<file path="config.mk">
export PLATFORM = sky130hd
export DESIGN_NAME = mant_div_flat
export DESIGN_NICKNAME = d
export VERILOG_FILES = /design/src/rtl/mant_div_if.sv /design/src/rtl/mant_div.sv /design/src/flat_wrapper.sv
export SDC_FILE = /design/constraint.sdc
export NUM_CORES = 1
export LEC_CHECK = 0
export CORE_MARGIN = 1
export CORE_UTILIZATION = 35
export CTS_CLUSTER_SIZE = 16
export DETAILED_ROUTE_END_ITERATION = 8
export HOLD_SLACK_MARGIN = 0.02
export SLEW_MARGIN = 20
export SYNTH_ARGS = -nofsm -noshare
export SYNTH_HDL_FRONTEND = slang
export SYNTH_SLANG_ARGS = --single-unit
export TNS_END_PERCENT = 50
</file>
<file path="constraint.sdc">
create_clock -name clk -period 8.5 [get_ports clk]
set_clock_uncertainty 0.15 [all_clocks]
set_input_delay 1.275 -clock clk [delete_from_list [all_inputs] [get_ports clk]]
set_output_delay 1.275 -clock clk [all_outputs]
set_load 0.02 [all_outputs]
</file>
<file path="src/rtl/mant_div_if.sv">
// mant_div_if -- operand/result handshake bundle for the mantissa divider.
//   in_valid/in_ready    : operand handshake (dividend, divisor)
//   out_valid/out_ready  : result handshake (quotient, remainder, div_by_zero)
//   master : producer/consumer side (testbench or surrounding FPU)
//   slave  : divider side
interface mant_div_if #(
    parameter int W = 33
);
    logic         in_valid;
    logic         in_ready;
    logic [W-1:0] dividend;
    logic [W-1:0] divisor;
    logic         out_valid;
    logic         out_ready;
    logic [W-1:0] quotient;
    logic [W-1:0] remainder;
    logic         div_by_zero;

    modport master (
        output in_valid, dividend, divisor, out_ready,
        input  in_ready, out_valid, quotient, remainder, div_by_zero
    );

    modport slave (
        input  in_valid, dividend, divisor, out_ready,
        output in_ready, out_valid, quotient, remainder, div_by_zero
    );
endinterface

</file>
<file path="src/rtl/mant_div.sv">
// mant_div -- unsigned W-bit divider, radix-2 non-restoring, one quotient
// bit per cycle.
//   clk : single clock, rising edge
//   rst : synchronous, active-high reset
//   bus : mant_div_if.slave
//         in  : in_valid, dividend, divisor, out_ready
//         out : in_ready (IDLE only), out_valid (DONE only),
//               quotient, remainder, div_by_zero (all registered)
// A zero divisor skips the iteration and returns quotient = all ones,
// remainder = dividend, div_by_zero = 1.
module mant_div #(
    parameter int W = 33
) (
    input  logic     clk,
    input  logic     rst,
    mant_div_if.slave bus
);
    localparam int CW = $clog2(W + 1);

    typedef enum logic [1:0] {IDLE, CALC, FIX, DONE} state_t;

    state_t        state;
    state_t        state_nxt;
    logic [CW-1:0] cnt;
    logic [W+1:0]  p;        // partial remainder, two's complement, sign = p[W+1]
    logic [W-1:0]  q;        // dividend shifting out, quotient bits shifting in
    logic [W-1:0]  d;        // registered divisor
    logic          dbz;

    logic [W+1:0]  d_ext;
    logic [W+1:0]  p_shift;
    logic [W+1:0]  p_step;
    logic [W-1:0]  q_step;
    logic          last;

    assign last = (cnt == CW'(W - 1));

    // One non-restoring step: shift {P,Q} left, add or subtract D by the old
    // sign of P, and shift in the complement of the new sign as quotient bit.
    always_comb begin
        d_ext   = {2'b00, d};
        p_shift = {p[W:0], q[W-1]};
        p_step  = p[W+1] ? (p_shift + d_ext) : (p_shift - d_ext);
        q_step  = {q[W-2:0], ~p_step[W+1]};
    end

    always_comb begin
        state_nxt = state;
        unique case (state)
            IDLE:    if (bus.in_valid) state_nxt = (bus.divisor == '0) ? DONE : CALC;
            CALC:    if (last) state_nxt = FIX;
            FIX:     state_nxt = DONE;
            DONE:    if (bus.out_ready) state_nxt = IDLE;
            default: state_nxt = IDLE;
        endcase
    end

    always_ff @(posedge clk) begin
        if (rst) state <= IDLE;
        else     state <= state_nxt;
    end

    always_ff @(posedge clk) begin
        if (rst) begin
            cnt <= '0;
            p   <= '0;
            q   <= '0;
            d   <= '0;
            dbz <= 1'b0;
        end else begin
            unique case (state)
                IDLE: begin
                    if (bus.in_valid) begin
                        d   <= bus.divisor;
                        cnt <= '0;
                        if (bus.divisor == '0) begin
                            q   <= '1;
                            p   <= {2'b00, bus.dividend};
                            dbz <= 1'b1;
                        end else begin
                            q   <= bus.dividend;
                            p   <= '0;
                            dbz <= 1'b0;
                        end
                    end
                end
                CALC: begin
                    p   <= p_step;
                    q   <= q_step;
                    cnt <= cnt + CW'(1);
                end
                FIX: begin
                    // final restore so the remainder lands in [0, D)
                    if (p[W+1]) p <= p + d_ext;
                end
                default: ;
            endcase
        end
    end

    assign bus.in_ready    = (state == IDLE);
    assign bus.out_valid   = (state == DONE);
    assign bus.quotient    = q;
    assign bus.remainder   = p[W-1:0];
    assign bus.div_by_zero = dbz;
endmodule
</file>
<file path="src/flat_wrapper.sv">
// flat-port wrapper written by rule: the top's interface ports become plain ports
module mant_div_flat 
#(
    parameter int W = 33
)
  (clk, rst, bus_in_valid, bus_dividend, bus_divisor, bus_out_ready, bus_in_ready, bus_out_valid, bus_quotient, bus_remainder, bus_div_by_zero);
  mant_div_if #(.W(W)) bus_i ();
  input  logic clk;
  input  logic rst;
  input wire logic [$bits(bus_i.in_valid)-1:0] bus_in_valid;
  input wire logic [$bits(bus_i.dividend)-1:0] bus_dividend;
  input wire logic [$bits(bus_i.divisor)-1:0] bus_divisor;
  input wire logic [$bits(bus_i.out_ready)-1:0] bus_out_ready;
  output wire logic [$bits(bus_i.in_ready)-1:0] bus_in_ready;
  output wire logic [$bits(bus_i.out_valid)-1:0] bus_out_valid;
  output wire logic [$bits(bus_i.quotient)-1:0] bus_quotient;
  output wire logic [$bits(bus_i.remainder)-1:0] bus_remainder;
  output wire logic [$bits(bus_i.div_by_zero)-1:0] bus_div_by_zero;
  assign bus_i.in_valid = bus_in_valid;
  assign bus_i.dividend = bus_dividend;
  assign bus_i.divisor = bus_divisor;
  assign bus_i.out_ready = bus_out_ready;
  assign bus_in_ready = bus_i.in_ready;
  assign bus_out_valid = bus_i.out_valid;
  assign bus_quotient = bus_i.quotient;
  assign bus_remainder = bus_i.remainder;
  assign bus_div_by_zero = bus_i.div_by_zero;
  mant_div #(.W(W)) u_core (.clk(clk), .rst(rst), .bus(bus_i));
endmodule
</file>
==> summary.md <==
| Metric | Value |
|---|---|
| Area Overhead vs Synth | `17.78%` |
| Worst-Skew Late Latency | `~0.38 ns` |
| Design Area, Final | `11380 µm²` |
| Worst Tran Pin Value | `1.002 ns` |
| CP Cell Sequence | `or4_1, nor4_1, nor2_1, xnor2_1, ha_1, a21o_1, a211oi_1, o2111ai_2, a311oi_2, o21ai_1, mux2i_1, a221oi_1, nor3_1` |
| CP max stage cell | `nor4_1` |
| # DRC | `0` |
| Max Cap Viol | `0` |
| CP peak stage delay | `approximately 0.86 ns` |
| Largest net degree at the start of global routing | `84` |
| Worst Path Arrival | `between 4 and 5 ns` |
| H-tree Lvls | `3` |
| Post-synthesis adder-cell area fraction | `0.09997` |
| DP Area | `approximately 11000 µm²` |
| Fmax | `around 0.21 GHz` |
| #FFs+latches synth | `110` |
| Min-Delay Path Class | `reg -> reg` |
| RSZ-0062 raised after global routing | `false` |
| ANT cells | `0` |
| Post-synth cell types | `around 80` |
| Sink Count | `110` |
| Die ar. | `28270 µm²` |
| Row cnt | `60` |
| Ys async rst share | `0` |
| Clock tree root driver cell | `clkbuf_16` |
| Mapped Area | `a little under 10000 µm²` |
| Non-Filler Instances | `around 1700` |
| Worst relative slew slack | `0.3261` |
| First drt pass iteration count | `5` |
| Post-synth EDFFs | `0` |
| Post-Synth XOR/XNOR Area | `0.06980` |
| First-pass GRT wire length | `approximately 55000 µm` |
| Peak VDD IR | `between 200 and 250 µV` |
| DP Cell Count | `1704` |
| DP HPWL | `about 27000 µm` |
| Critical path class | `reg -> reg` |
| Largest family of logic cells by synthesized area | `compound AO/OA/AOI/OAI gates` |
| Placer Congestion | `roughly 0.92` |
| PortBufs | `around 140` |
| Final setup violation count | `0` |
| CTS Hold Bufs | `0` |
| Crit. End Element | `flip-flop` |
| Final nets | `1520` |
| Initial core utilization | `0.3575` |
| TritonCTS clock tree | `done` |
| Post-Synth Simple-Gate Area | `0.2183` |
| Core area | `about 27000 µm²` |
| Synth warnings | `0` |
| Via-to-Cell Ratio | `about 6.0` |
| Power Density | `431.3 nW/µm²` |
| Post-route ant nets | `0` |
| Post-Route WL | `between 30000 and 40000 µm` |
| Height of the chip | `168.1 µm` |
| Initial antenna violation count | `0` |
| Iteration-0 DRC Markers | `1108` |
| Compound-cell area share of the yosys netlist | `0.3094` |
| Pleak | `between 4 and 5 nW` |
| Layout cells sized above 1 | `0.04714` |
| Post-CTS sizing | `0` |
| Vias in the first global route | `between 9000 and 10000` |
| Ports | `139` |
| Vias post-DR | `about 10000` |
| Hold slack | `approximately 0.32 ns` |
| Syn nets | `1461` |
| Maximum clock path buffer count | `2` |
| Worst-path clk slew | `~0.1 ns` |
| Grt total ovfl | `0` |
| Status | `completed` |
| Seq/Total Area, Yosys | `0.2279` |
| Total CTS buffers | `9` |
| Final hold viol count | `0` |
| Die width | `roughly 170 µm` |
| TNS Setup | `0 ns` |
| Post-CTS Setup Inserts | `0` |
| Tcrit/Tclk final | `0.5644` |
| Minimum clock period | `between 4 and 5 ns` |
| WL/cell | `20.89 µm` |
| Post-Syn Area per Cell | `7.347 µm²` |
| Crit start category | `flip-flop` |
| Required time of the critical path | `8.60 ns` |
| Proportion of synthesized area in mux cells | `0.007511` |
| Post-Syn Instances | `about 1300` |
| Slew Limit Fails | `0` |
| Ys flop type | `dfxtp_1` |
| CP max FO | `8` |
| All-layer global routing usage | `0.2522` |
==> report_power, final <==
part | switching (W) | leakage [nW] | internal (W)
Combinational | 0.00219 | 3.38 | 0.00136
Sequential | 0.000218 | 0.901 | 0.000665
Clock | 0.000255 | 0.151 | 0.000213
==> worst max-delay path: cells and delay by family (launching register included) <==
kind | cells | cell delay, ns
AO/OA/AOI/OAI | 6 | 1.82
AND/OR/NAND/NOR | 4 | 1.61
flip-flops | 1 | 0.40
adder cells (fa/ha/maj) | 1 | 0.37
XOR/XNOR | 1 | 0.17
multiplexers | 1 | 0.15
==> flip-flops by register name, indices dropped and copies added (netlist names) <==
register / flops
u_core.bus.div_by_zero: 1
u_core.d: 33
u_core.p: 35
u_core.cnt: 6
u_core.bus.quotient: 33
u_core.state: 2
==> area by class of cell <==
| class | instances | area [µm²] |
|---|---|---|
| Multi-Input combinational cell | 1067 | 6833 |
| Tap cell | 341 | 426.7 |
| Fill cell | 2848 | 15650 |
| Timing Repair Buffer | 152 | 1481 |
| Clock buffer | 9 | 225.2 |
| Inverter | 34 | 127.6 |
| Sequential cell | 110 | 2202 |
| Clock inverter | 7 | 83.83 |
==> metrics by stage <==
step           power (W)    util  setup slack (ns)
6_report        0.004908  0.4211             3.703
5_1_grt         0.005290  0.4211             3.263
4_1_cts         0.004854  0.4211             3.745
3_5_place_dp    0.004376  0.4096             3.787
3_3_place_gp    0.004374  0.4096             3.832
2_1_floorplan   0.003399       -             4.545
==> cells in the mapped netlist (all sizes together) (35+ instances only) <==
master | number | area share
xnor2 | 37 | 0.034
buf | 43 | 0.030
a21oi | 179 | 0.093
dfxtp | 110 | 0.23
clkbuf | 61 | 0.024
nand2 | 187 | 0.073
nor3 | 35 | 0.019
o21ai | 73 | 0.038
xor2 | 40 | 0.036
nor2 | 92 | 0.036
ha | 74 | 0.096
==> cells in the final DEF, fill, tap and decap left out, types with 9 or more instances in the layout <==
cell type,count
nand2_1,187
a21oi_1,176
clkdlybuf4s50_1,137
dfxtp_1,110
nor2_1,91
ha_1,74
o21ai_0,64
xor2_1,40
xnor2_1,37
nor3_1,34
inv_1,33
o221ai_1,33
a21o_1,32
nand3_1,25
nand4_1,22
a211oi_1,17
a221oi_1,16
buf_4,14
nor4_1,13
a31oi_1,13
o21a_1,12
and3_1,12
or3_1,9
nand2b_1,9
o21bai_1,9
clkbuf_16,9
==> layer usage <==
metal  part of all wire  track usage  wire length [µm]
met5                  0            0                 0
met3              0.088      0.04419              3160
met2               0.41       0.3783             14910
met1               0.48       0.3720             17230
met4              0.018      0.05613               630
==> logic make-up after synthesis <==
group / Yosys count
xor gates and xnor gates: 77
muxes: 7
DFF: 110
adders and majority gates: 76
AOI/OAI and AO/OA: 458
and+or+nand+nor: 449
buffers and inverters: 138
==> final timing paths <==
check	start	to	slack, ns	cells after the start
setup / recovery	u_core.d[6]	u_core.p[29]	3.70	13
hold / removal	u_core.bus.div_by_zero	u_core.bus.div_by_zero	0.32	2
setup reg to reg	u_core.d[6]	u_core.p[29]	3.70	13
hold reg to reg	u_core.bus.div_by_zero	u_core.bus.div_by_zero	0.32	2
Note: power is estimated with default switching activity, not from simulation.
